==> src/rtl/huffman_bitpacker_if.sv <==
`default_nettype none
// +----------------------------------------------------------------------+
// | huffman_bitpacker_if                                                 |
// | Code-beat input, flush handshake and byte output of the bit packer.  |
// | Rev 1.0                                                              |
// +----------------------------------------------------------------------+
interface huffman_bitpacker_if #(
  parameter int MAX_CODE_BITS = 27
);
  localparam int LEN_W = $clog2(MAX_CODE_BITS + 1);

  logic                     code_in_valid;
  logic [MAX_CODE_BITS-1:0] code_in;
  logic [LEN_W-1:0]         code_len;
  logic                     code_ready;
  logic                     flush;
  logic                     flush_done;
  logic                     data_out_valid;
  logic [7:0]               data_out;
  logic                     overflow;

  modport master (
    output code_in_valid, code_in, code_len, flush,
    input  code_ready, flush_done, data_out_valid, data_out, overflow
  );

  modport slave (
    input  code_in_valid, code_in, code_len, flush,
    output code_ready, flush_done, data_out_valid, data_out, overflow
  );
endinterface
`default_nettype wire

==> src/rtl/huffman_bitpacker.sv <==
`default_nettype none
// +----------------------------------------------------------------------+
// | huffman_bitpacker                                                    |
// | Packs variable-length code fields MSB-first into bytes; flush pads   |
// | the last partial byte with 1s and pulses flush_done.                 |
// | Rev 1.0                                                              |
// +----------------------------------------------------------------------+
module huffman_bitpacker #(
  parameter int MAX_CODE_BITS = 27,
  parameter int ACC_BITS      = 48
) (
  input wire             clock,
  input wire             nreset,
  huffman_bitpacker_if.slave bus
);
  localparam int CNT_W = $clog2(ACC_BITS + 1);
  localparam int PAD_W = ACC_BITS - MAX_CODE_BITS;

  typedef enum logic [1:0] {
    S_RUN   = 2'd0,
    S_DRAIN = 2'd1,
    S_PAD   = 2'd2,
    S_DONE  = 2'd3
  } state_t;

  state_t                   state, state_next;
  logic [ACC_BITS-1:0]      acc, acc_next, acc_shifted, field_aligned;
  logic [CNT_W-1:0]         bit_count, bit_count_next, count_after, lead_zeros;
  logic [MAX_CODE_BITS-1:0] code_mask;
  logic [7:0]               data_out_r, data_out_next;
  logic                     data_valid_r, data_valid_next;
  logic                     flush_done_r, flush_done_next;
  logic                     overflow_r;
  logic                     ready, accept, emit;

  assign ready  = (state == S_RUN) && (bit_count <= CNT_W'(PAD_W));
  assign accept = bus.code_in_valid && ready;
  assign emit   = (bit_count >= CNT_W'(8));

  assign acc_shifted = emit ? (acc << 8) : acc;
  assign count_after = emit ? (bit_count - CNT_W'(8)) : bit_count;

  // Left-justify the masked field in the accumulator, then slide it behind the retained bits.
  assign code_mask     = ~({MAX_CODE_BITS{1'b1}} << bus.code_len);
  assign lead_zeros    = CNT_W'(MAX_CODE_BITS) - CNT_W'(bus.code_len);
  assign field_aligned = ({bus.code_in & code_mask, {PAD_W{1'b0}}} << lead_zeros) >> count_after;

  always_comb begin
    state_next      = state;
    acc_next        = acc;
    bit_count_next  = bit_count;
    data_out_next   = data_out_r;
    data_valid_next = 1'b0;
    flush_done_next = 1'b0;
    case (state)
      S_RUN: begin
        if (emit) begin
          data_out_next   = acc[ACC_BITS-1 -: 8];
          data_valid_next = 1'b1;
        end
        acc_next       = acc_shifted | (accept ? field_aligned : '0);
        bit_count_next = count_after + (accept ? CNT_W'(bus.code_len) : '0);
        if (bus.flush) state_next = S_DRAIN;
      end
      S_DRAIN: begin
        if (emit) begin
          data_out_next   = acc[ACC_BITS-1 -: 8];
          data_valid_next = 1'b1;
          acc_next        = acc_shifted;
          bit_count_next  = count_after;
        end else if (bit_count != '0) begin
          state_next = S_PAD;
        end else begin
          state_next = S_DONE;
        end
      end
      S_PAD: begin
        data_out_next   = acc[ACC_BITS-1 -: 8] | (8'hFF >> bit_count);
        data_valid_next = 1'b1;
        acc_next        = '0;
        bit_count_next  = '0;
        state_next      = S_DONE;
      end
      S_DONE: begin
        flush_done_next = 1'b1;
        state_next      = S_RUN;
      end
      default: state_next = S_RUN;
    endcase
  end

  always_ff @(posedge clock or negedge nreset) begin
    if (!nreset) begin
      state        <= S_RUN;
      acc          <= '0;
      bit_count    <= '0;
      data_out_r   <= 8'h00;
      data_valid_r <= 1'b0;
      flush_done_r <= 1'b0;
    end else begin
      state        <= state_next;
      acc          <= acc_next;
      bit_count    <= bit_count_next;
      data_out_r   <= data_out_next;
      data_valid_r <= data_valid_next;
      flush_done_r <= flush_done_next;
    end
  end

  always_ff @(posedge clock or negedge nreset) begin
    if (!nreset) begin
      overflow_r <= 1'b0;
    end else if (bus.code_in_valid && !ready) begin
      overflow_r <= 1'b1;
    end
  end

  assign bus.code_ready     = ready;
  assign bus.data_out       = data_out_r;
  assign bus.data_out_valid = data_valid_r;
  assign bus.flush_done     = flush_done_r;
  assign bus.overflow       = overflow_r;
endmodule
`default_nettype wire
==> src/flat_wrapper.sv <==
// flat-port wrapper written by rule: the top's interface ports become plain ports
module huffman_bitpacker_flat 
#(
  parameter int MAX_CODE_BITS = 27,
  parameter int ACC_BITS      = 48
)
  (clock, nreset, bus_code_in_valid, bus_code_in, bus_code_len, bus_flush, bus_code_ready, bus_flush_done, bus_data_out_valid, bus_data_out, bus_overflow);
  huffman_bitpacker_if #(.MAX_CODE_BITS(MAX_CODE_BITS)) bus_i ();
  input wire clock;
  input wire nreset;
  input wire logic [$bits(bus_i.code_in_valid)-1:0] bus_code_in_valid;
  input wire logic [$bits(bus_i.code_in)-1:0] bus_code_in;
  input wire logic [$bits(bus_i.code_len)-1:0] bus_code_len;
  input wire logic [$bits(bus_i.flush)-1:0] bus_flush;
  output wire logic [$bits(bus_i.code_ready)-1:0] bus_code_ready;
  output wire logic [$bits(bus_i.flush_done)-1:0] bus_flush_done;
  output wire logic [$bits(bus_i.data_out_valid)-1:0] bus_data_out_valid;
  output wire logic [$bits(bus_i.data_out)-1:0] bus_data_out;
  output wire logic [$bits(bus_i.overflow)-1:0] bus_overflow;
  assign bus_i.code_in_valid = bus_code_in_valid;
  assign bus_i.code_in = bus_code_in;
  assign bus_i.code_len = bus_code_len;
  assign bus_i.flush = bus_flush;
  assign bus_code_ready = bus_i.code_ready;
  assign bus_flush_done = bus_i.flush_done;
  assign bus_data_out_valid = bus_i.data_out_valid;
  assign bus_data_out = bus_i.data_out;
  assign bus_overflow = bus_i.overflow;
  huffman_bitpacker #(.MAX_CODE_BITS(MAX_CODE_BITS), .ACC_BITS(ACC_BITS)) u_core (.clock(clock), .nreset(nreset), .bus(bus_i));
endmodule
==> config.mk <==
export PLATFORM = sky130hd
export DESIGN_NAME = huffman_bitpacker_flat
export DESIGN_NICKNAME = d
export VERILOG_FILES = /design/src/rtl/huffman_bitpacker_if.sv /design/src/rtl/huffman_bitpacker.sv /design/src/flat_wrapper.sv
export SDC_FILE = /design/constraint.sdc
export NUM_CORES = 1
export LEC_CHECK = 0
export ABC_AREA = 1
export CELL_PAD_IN_SITES_DETAIL_PLACEMENT = 2
export CELL_PAD_IN_SITES_GLOBAL_PLACEMENT = 2
export CORE_MARGIN = 10
export CORE_UTILIZATION = 35
export DETAILED_ROUTE_END_ITERATION = 10
export PLACE_DENSITY_LB_ADDON = 0.08
export SLEW_MARGIN = 20
export SYNTH_ARGS = -nofsm -noshare
export SYNTH_HDL_FRONTEND = slang
export SYNTH_SLANG_ARGS = --single-unit
==> constraint.sdc <==
create_clock -name clock -period 6.4 [get_ports clock]
set_input_delay 0.64 -clock clock [delete_from_list [all_inputs] [get_ports clock]]
set_output_delay 0.64 -clock clock [all_outputs]
set_load 0.01 [all_outputs]
==> impl_metrics.prom, run 1 <==
# TYPE chip_impl_metric gauge
chip_impl_info{name="status",value="complete, no violations"} 1
chip_impl_metric{name="cts_max_path_buffers",unit=""} 2
chip_impl_metric{name="drt_first_iter_violations",unit=""} 593
chip_impl_info{name="grt_setup_unrepaired",value="false"} 1
chip_impl_info{name="setup.worst_path.start_class",value="input port"} 1
chip_impl_metric{name="drc",unit=""} 0
chip_impl_metric{name="arrival",unit="ns"} 4.40
chip_impl_info{name="synth_ff_type",value="dfrtp_1"} 1
chip_impl_metric{name="synth_sequential_area_ratio",unit="%"} 21.7
chip_impl_info{name="endpoint_kind",value="flip-flop"} 1
chip_impl_info{name="r2r_start",value="u_core.state[1]$_DFFE_PN0P_"} 1
chip_impl_metric{name="wl",unit="mm"} 33.5
chip_impl_metric{name="synth-warning-count",unit=""} 0
chip_impl_metric{name="power-per-cell-area",unit="nW/um^2"} 553
chip_impl_metric{name="timing.reg2reg.setup_slack",unit="ns"} 2.62
chip_impl_metric{name="fin_worst_skew",unit="ns"} 0.0143
chip_impl_metric{name="cts_inserted_buffers",unit=""} 9
chip_impl_metric{name="maxCapViolations",unit=""} 0
chip_impl_metric{name="place.port_buffers",unit=""} 47
chip_impl_metric{name="timing.fmax",unit="GHz"} 0.243
chip_impl_metric{name="post_synth_inst_count",unit=""} 1303
chip_impl_metric{name="cells_resized_by_post_cts_repair",unit=""} 0
chip_impl_metric{name="start_util",unit="%"} 35.5
chip_impl_metric{name="die_height",unit="um"} 169
chip_impl_metric{name="postSynthNetCount",unit=""} 1355
chip_impl_metric{name="placeableCoreArea",unit="sq um"} 21800
chip_impl_info{name="cell_family_contributing_the_most_delay_on_the_critical_path",value="buffers and inverters"} 1
chip_impl_metric{name="crit_fanout",unit=""} 22
chip_impl_metric{name="cellLeakagePower",unit="uW"} 0.00404
chip_impl_metric{name="vias_in_the_first_global_route",unit=""} 9785
chip_impl_metric{name="cts_hold_repair.buffers",unit=""} 0
chip_impl_metric{name="grt_use_total",unit="%"} 23.5
chip_impl_metric{name="final.min_clock_period",unit="ns"} 4.11
chip_impl_metric{name="drive_gt1_share",unit="%"} 8.02
chip_impl_metric{name="die_area",unit="sq um"} 28400
chip_impl_metric{name="async_reset_ff_share",unit="%"} 100
chip_impl_metric{name="layout-area-overhead-vs-synth",unit="%"} 10.5
chip_impl_metric{name="setup_total_negative_slack",unit="ns"} 0
chip_impl_info{name="clockRootBuffer",value="clkbuf_16"} 1
chip_impl_metric{name="worst_slack_placed",unit="ns"} 2.00
chip_impl_info{name="crit-reg2reg-capture",value="u_core.acc[2]$_DFFE_PN0P_"} 1
chip_impl_info{name="cpMaxStageDelayCell",value="clkdlybuf4s50_1"} 1
chip_impl_metric{name="via_count",unit=""} 9093
chip_impl_metric{name="grt_antenna_before_repair",unit=""} 0
chip_impl_metric{name="largest_net_degree_at_the_start_of_global_routing",unit=""} 68
chip_impl_metric{name="cts_htree_levels",unit=""} 3
chip_impl_metric{name="clock_latency",unit="ns"} 0.35
chip_impl_info{name="min-delay-path-class",value="input port to asynchronous set/reset pin"} 1
chip_impl_metric{name="final_net_count",unit=""} 1343
chip_impl_metric{name="finalSetupViolCount",unit=""} 0
chip_impl_metric{name="syn_area",unit="sq um"} 7720
chip_impl_metric{name="layout_setup_ws",unit="ns"} 2.29
chip_impl_metric{name="worst_slew_pin_slew",unit="ns"} 1.09
chip_impl_metric{name="vdd_ir_max",unit="V"} 0.000337
chip_impl_metric{name="core_utilization_of_the_finished_layout",unit="%"} 39.2
chip_impl_info{name="crit_path_frequent_cell",value="nand3_1"} 1
chip_impl_metric{name="final.period_utilization",unit="%"} 64.3
chip_impl_metric{name="grt_first_pass_wirelength",unit="mm"} 54.7
chip_impl_metric{name="crit_buf_inv",unit=""} 4
chip_impl_metric{name="io_pins",unit=""} 48
chip_impl_metric{name="flops_latches_synth",unit=""} 67
chip_impl_metric{name="worst_r2r_path_depth",unit=""} 14
chip_impl_metric{name="total_power",unit="uW"} 4710
chip_impl_metric{name="finalHoldViolCount",unit=""} 0
chip_impl_metric{name="cts_post_setup_buffers_inserted",unit=""} 0
chip_impl_metric{name="unique_masters_post_synth",unit=""} 46
chip_impl_metric{name="fill_cells",unit=""} 2788
chip_impl_metric{name="hpwl",unit="mm"} 25.7
chip_impl_metric{name="final-max-slew-violation-count",unit=""} 0
chip_impl_metric{name="finalWeightedCongestion",unit=""} 0.921
chip_impl_metric{name="drt_pre_antenna_iters",unit=""} 4
chip_impl_metric{name="overflow",unit=""} 0
chip_impl_metric{name="post_synth_edffs",unit=""} 0
chip_impl_metric{name="drt-wirelength-per-cell",unit="um"} 21.3
chip_impl_metric{name="cts_num_sinks",unit=""} 67
chip_impl_metric{name="floorplan.rows",unit=""} 54
chip_impl_metric{name="drt_via_density",unit=""} 5.77
chip_impl_metric{name="postRouteAntennaNets",unit=""} 0
chip_impl_metric{name="synth_area_per_cell",unit="sq um"} 5.93
chip_impl_metric{name="cts.reportedPaths.clkPinSlew",unit="ns"} 0.07
chip_impl_info{name="cts_tree",value="done"} 1
chip_impl_metric{name="timing.max_slew.rel_slack",unit="%"} 26.9
chip_impl_metric{name="die_width",unit="um"} 169
chip_impl_info{name="cp_cell_sequence",value="clkdlybuf4s50_1 -> inv_4 -> ha_1 -> buf_4 -> nand2_1 -> inv_1 -> nand4_1 -> nand3_1 -> nand3_1 -> nand3_1 -> nand3_1 -> o21ai_1 -> nand2_1 -> nand2_1"} 1
chip_impl_info{name="critical_path_class",value="input port to flip-flop"} 1
chip_impl_metric{name="cp_data_required_time",unit="ns"} 6.69
chip_impl_metric{name="critical_path.max_stage_delay",unit="ns"} 0.93
-- layout by cell type, fill, tap and decap left out, types with 7 or more instances in the layout --
cell type        instances
nand3_1                297
o21ai_0                 71
buf_4                   18
clkdlybuf4s50_1         46
ha_1                    15
nand2_1                320
nor2_1                 138
clkbuf_16                9
o21ai_1                 19
a31oi_1                  9
nand2_2                 12
inv_1                   75
nand4_1                 30
o31ai_1                 12
o211ai_1                 7
a21oi_1                 52
dfrtp_1                 67
nand3_2                 25
inv_2                    9
-- metal layers --
| layer | vias to the layer above | share of wire (%) | track usage, % |
|---|---|---|---|
| met5 | - | 0 | 0 |
| met4 | 0 | 2.0 | 6.17 |
| met3 | 28 | 2.5 | 2.55 |
| met2 | 135 | 49 | 39.8 |
| met1 | 4529 | 47 | 31.0 |
| li1 | 4401 | - | - |
-- synthesized netlist by cell type, types with 2 or more instances --
library cell	instances	share of area (%)
nor2_1	140	6.8
o21ai_0	71	4.6
o21a_1	6	0.58
nand2_4	2	0.29
o211ai_1	7	0.68
nor3_2	2	0.26
o31ai_1	12	1.2
nand3b_1	2	0.19
inv_1	75	3.6
nand3_2	25	3.2
a31oi_1	9	0.73
buf_2	40	2.6
nand4_1	30	2.4
nand2_1	321	16
buf_4	12	1.2
buf_1	3	0.15
inv_2	9	0.44
dfrtp_1	67	22
clkinv_1	3	0.15
a22oi_1	2	0.19
nand2_2	11	0.89
xor2_1	3	0.34
o21ai_1	19	1.2
nor2_2	2	0.16
a21oi_1	52	3.4
buf_6	3	0.44
clkbuf_1	28	1.4
ha_1	15	2.4
o21ai_2	2	0.23
nand3_1	297	19
o22a_1	5	0.57
o211ai_2	4	0.65
o22ai_1	2	0.16
nor3_1	5	0.32
a21oi_2	6	0.68
-- cell type report --
cell class / count / area [sq um] / area share (%)
Timing Repair Buffer: 64 / 596 / 6.98
Clock inverter: 7 / 77.6 / 0.909
Antenna cell: 1 / 2.50 / 0.0293
Inverter: 88 / 333 / 3.90
Multi-Input combinational cell: 1061 / 5270 / 61.8
Clock buffer: 9 / 225 / 2.64
Tap cell: 280 / 350 / 4.11
Sequential cell: 67 / 1680 / 19.6
-- worst max path at each step --
| stage | from | end | depth (start not counted) |
|---|---|---|---|
| floorplan | u_core.state[1]$_DFFE_PN0P_ | u_core.bit_count[4]$_DFFE_PN0P_ | 13 |
| global placement | bus_code_len[4] | u_core.acc[32]$_DFFE_PN0P_ | 14 |
| detailed placement | bus_code_len[4] | u_core.acc[32]$_DFFE_PN0P_ | 14 |
| CTS | bus_code_len[4] | u_core.acc[32]$_DFFE_PN0P_ | 14 |
| global route | bus_code_len[4] | u_core.acc[13]$_DFFE_PN0P_ | 16 |
| finish | bus_code_len[4] | u_core.acc[4]$_DFFE_PN0P_ | 14 |
-- report_power, final --
group	leakage, uW	switching (uW)	total (uW)	internal [uW]
clock	0.000151	227	532	306
combinational	0.00306	2360	3390	1030
sequential	0.000829	150	791	641
-- stage by stage --
step	area (sq um)	cells	hold WS, ns
global placement	8230	1560	0.459
finish	8530	1577	0.429
global route	8530	1576	0.501
CTS	8530	1576	0.470
floorplan	7720	1303	0.344
detailed placement	8230	1560	0.464
-- sequential cells by signal, indices dropped and copies added, names as in the netlist --
| name | flops |
|---|---|
| u_core.bus.data_out | 8 |
| u_core.bus.data_out_valid | 1 |
| u_core.state | 2 |
| u_core.acc | 48 |
| u_core.bus.overflow | 1 |
| u_core.bit_count | 6 |
| u_core.bus.flush_done | 1 |
-- cells by family after synthesis --
group                      count (synthesis)  synth area share, %
AOI/OAI and AO/OA                        200                 15.1
buffers and inverters                    175                 10.1
DFF                                       67                 21.7
adders and majority gates                 16                 2.69
and+or+nand+nor                          842                 50.0
xor gates and xnor gates                   3                0.340
No activity file was read; power rests on OpenSTA's default activity.
==> run 2: changes to the inputs <==
--- a/config.mk
+++ b/config.mk
@@ -9,7 +9,7 @@
 export CELL_PAD_IN_SITES_DETAIL_PLACEMENT = 2
 export CELL_PAD_IN_SITES_GLOBAL_PLACEMENT = 2
 export CORE_MARGIN = 10
-export CORE_UTILIZATION = 35
+export CORE_UTILIZATION = 30
 export DETAILED_ROUTE_END_ITERATION = 10
 export PLACE_DENSITY_LB_ADDON = 0.08
 export SLEW_MARGIN = 20
==> constraint.sdc (replaced) <==
create_clock -name clock -period 3.3 [get_ports clock]
set_input_delay 0.33 -clock clock [delete_from_list [all_inputs] [get_ports clock]]
set_output_delay 0.33 -clock clock [all_outputs]
set_load 0.01 [all_outputs]
==> run 2 against run 1 <==
Against the previous run: setup slack worse by 2.0 ns; worst hold slack worse by 0.29 ns; highest routed layer unchanged; largest power group unchanged; core utilization is 3.7 points lower; critical path type unchanged; via count is 2.0% higher; register-to-register slack worse by 2.3 ns; global-route usage is 2.4 points lower.
==> impl_metrics.prom, run 2 (synthesis results as in run 1) <==
# TYPE chip_impl_metric gauge
chip_impl_metric{name="cts_inserted_buffers",unit=""} 9
chip_impl_metric{name="met1_usage",unit="%"} 27.2
chip_impl_metric{name="placedInstanceArea",unit="sq um"} 8650
chip_impl_metric{name="drt_first_iter_violations",unit=""} 483
chip_impl_metric{name="arrival",unit="ns"} 3.34
chip_impl_info{name="critical_path_class",value="input port to flip-flop"} 1
chip_impl_info{name="endpoint_kind",value="flip-flop"} 1
chip_impl_metric{name="postRouteAntennaNets",unit=""} 0
chip_impl_metric{name="final.min_clock_period",unit="ns"} 3.04
chip_impl_metric{name="worst_slew_pin_slew",unit="ns"} 0.961
chip_impl_info{name="status",value="complete, no violations"} 1
chip_impl_metric{name="largest_net_degree_at_the_start_of_global_routing",unit=""} 82
chip_impl_metric{name="wl",unit="mm"} 34.7
chip_impl_metric{name="layout_setup_ws",unit="ns"} 0.256
chip_impl_metric{name="timing.hold.ws",unit="ns"} 0.137
chip_impl_metric{name="dp.cells",unit=""} 1651
chip_impl_metric{name="final_non_filler_cells",unit=""} 1666
chip_impl_info{name="cpMaxStageDelayCell",value="clkdlybuf4s50_1"} 1
chip_impl_metric{name="cts_num_sinks",unit=""} 67
chip_impl_metric{name="cp_data_required_time",unit="ns"} 3.59
chip_impl_metric{name="finalWeightedCongestion",unit=""} 0.871
chip_impl_metric{name="grt_first_pass_wirelength",unit="mm"} 56.5
chip_impl_metric{name="drt_via_density",unit=""} 5.57
chip_impl_metric{name="die_area",unit="sq um"} 32600
chip_impl_metric{name="global_route.usage.met2",unit="%"} 36.7
chip_impl_metric{name="crit_buf_inv",unit=""} 2
chip_impl_info{name="crit_path_frequent_cell",value="nand3_1"} 1
chip_impl_metric{name="hpwl",unit="mm"} 27.4
chip_impl_metric{name="drt_pre_antenna_iters",unit=""} 5
chip_impl_metric{name="cellLeakagePower",unit="uW"} 0.00426
chip_impl_metric{name="final_net_count",unit=""} 1384
chip_impl_metric{name="cts.reportedPaths.clkPinSlew",unit="ns"} 0.07
chip_impl_metric{name="cts_max_path_buffers",unit=""} 2
chip_impl_metric{name="timing.reg2reg.setup_slack",unit="ns"} 0.28
chip_impl_metric{name="finalSetupViolCount",unit=""} 0
chip_impl_metric{name="die_height",unit="um"} 180
chip_impl_metric{name="via_count",unit=""} 9272
chip_impl_metric{name="antenna-diode-count",unit=""} 0
chip_impl_metric{name="vias_in_the_first_global_route",unit=""} 9993
chip_impl_info{name="layout.cells.most_common_list",value="nand2_1 (319), nand3_1 (297), nor2_1 (138)"} 1
chip_impl_info{name="cts_tree",value="done"} 1
chip_impl_info{name="cp_cell_sequence",value="clkdlybuf4s50_1 -> inv_2 -> ha_1 -> a21boi_1 -> nand2_1 -> nand3_1 -> nand3_1 -> nand3_2 -> nand3_2 -> nand2_2 -> nand2_2 -> a21oi_2 -> nand3_1 -> nor3_1 -> o22a_1"} 1
chip_impl_metric{name="drc",unit=""} 0
chip_impl_metric{name="final.period_utilization",unit="%"} 92.2
chip_impl_metric{name="worst_r2r_path_depth",unit=""} 16
chip_impl_metric{name="layout-area-overhead-vs-synth",unit="%"} 16.2
chip_impl_metric{name="met3_usage",unit="%"} 2.45
chip_impl_metric{name="largest_register_ffs",unit=""} 48
chip_impl_info{name="cell_family_contributing_the_most_delay_on_the_critical_path",value="simple AND/OR/NAND/NOR gates"} 1
chip_impl_info{name="max_flop_register",value="u_core.acc"} 1
chip_impl_metric{name="floorplan.rows",unit=""} 58
chip_impl_info{name="min-delay-path-class",value="input port to asynchronous set/reset pin"} 1
chip_impl_metric{name="die_width",unit="um"} 180
chip_impl_info{name="r2r_start",value="u_core.state[1]$_DFFE_PN0P_"} 1
chip_impl_metric{name="timing.fmax",unit="GHz"} 0.329
chip_impl_metric{name="cts_post_setup_buffers_inserted",unit=""} 0
chip_impl_metric{name="worst_slack_placed",unit="ns"} -0.0590
chip_impl_metric{name="final-max-slew-violation-count",unit=""} 0
chip_impl_metric{name="io_pins",unit=""} 48
chip_impl_metric{name="cts_hold_repair.buffers",unit=""} 0
chip_impl_metric{name="crit_fanout",unit=""} 8
chip_impl_metric{name="grt_use_total",unit="%"} 21.1
chip_impl_info{name="setup.worst_path.start_class",value="input port"} 1
chip_impl_metric{name="drt-wirelength-per-cell",unit="um"} 20.9
chip_impl_metric{name="drive_gt1_share",unit="%"} 10.9
chip_impl_metric{name="finalHoldViolCount",unit=""} 0
chip_impl_metric{name="clock_latency",unit="ns"} 0.35
chip_impl_metric{name="critical_path.max_stage_delay",unit="ns"} 0.68
chip_impl_metric{name="cts_htree_levels",unit=""} 3
chip_impl_metric{name="vdd_ir_max",unit="V"} 0.000580
chip_impl_info{name="clockRootBuffer",value="clkbuf_16"} 1
chip_impl_metric{name="placeableCoreArea",unit="sq um"} 25300
chip_impl_metric{name="start_util",unit="%"} 30.6
chip_impl_metric{name="fin_worst_skew",unit="ns"} 0.0127
chip_impl_info{name="final_common_cell",value="nand2_1"} 1
chip_impl_metric{name="overflow",unit=""} 0
chip_impl_info{name="grt_busiest_layer",value="met2"} 1
chip_impl_metric{name="crit_cells",unit=""} 15
chip_impl_metric{name="timing.max_slew.rel_slack",unit="%"} 35.9
chip_impl_info{name="grt_setup_unrepaired",value="false"} 1
chip_impl_metric{name="maxCapViolations",unit=""} 0
chip_impl_metric{name="post-route-cell-area",unit="sq um"} 8970
chip_impl_metric{name="power-per-cell-area",unit="nW/um^2"} 1050
chip_impl_metric{name="place.port_buffers",unit=""} 47
chip_impl_info{name="timing.critical_path.from",value="bus_code_len[2]"} 1
chip_impl_metric{name="grt_antenna_before_repair",unit=""} 0
run 2: final timing paths:
path,end
worst max register to register,u_core.bit_count[5]$_DFFE_PN0P_
worst max-delay path,u_core.acc[46]$_DFFE_PN0P_
max in group asynchronous,u_core.bit_count[0]$_DFFE_PN0P_
worst min-delay path,u_core.acc[29]$_DFFE_PN0P_
min in group clock,u_core.bus.overflow$_DFFE_PN0P_
worst min register to register,u_core.bus.overflow$_DFFE_PN0P_
run 2: layout make-up:
type / instances / area (sq um)
well taps: 330 / 413
flip-flops and latches: 67 / 1680
inverters: 88 / 333
clock buffers: 9 / 225
repair buffers: 105 / 953
clock inverters: 6 / 90.1
fillers: 3193 / 16300
multi-input cells: 1061 / 5280
run 2: per-layer routing:
layer	routed length [um]	share of wire [%]
met3	835	2.4
met1	16300	47
met5	0	0
met2	17100	49
met4	541	1.6
run 2: repair_timing:
action | CTS | global route
hold endpoints to repair | 0 | 0
gates resized for setup | 0 | 2
setup endpoints to repair | 0 | 1
run 2: report_power, final:
group | internal (uW) | switching [uW]
Combinational | 2170 | 4630
Clock | 661 | 433
Sequential | 1240 | 281
Total | 4080 | 5350
run 2: metrics by stage:
step           TNS (ns)  utilization [%]  power [uW]
2_1_floorplan         0                -        6090
3_3_place_gp          0             34.2        8060
3_5_place_dp     -0.208             34.2        8320
4_1_cts               0             35.5        9490
5_1_grt               0             35.5       10400
6_report              0             35.5        9430
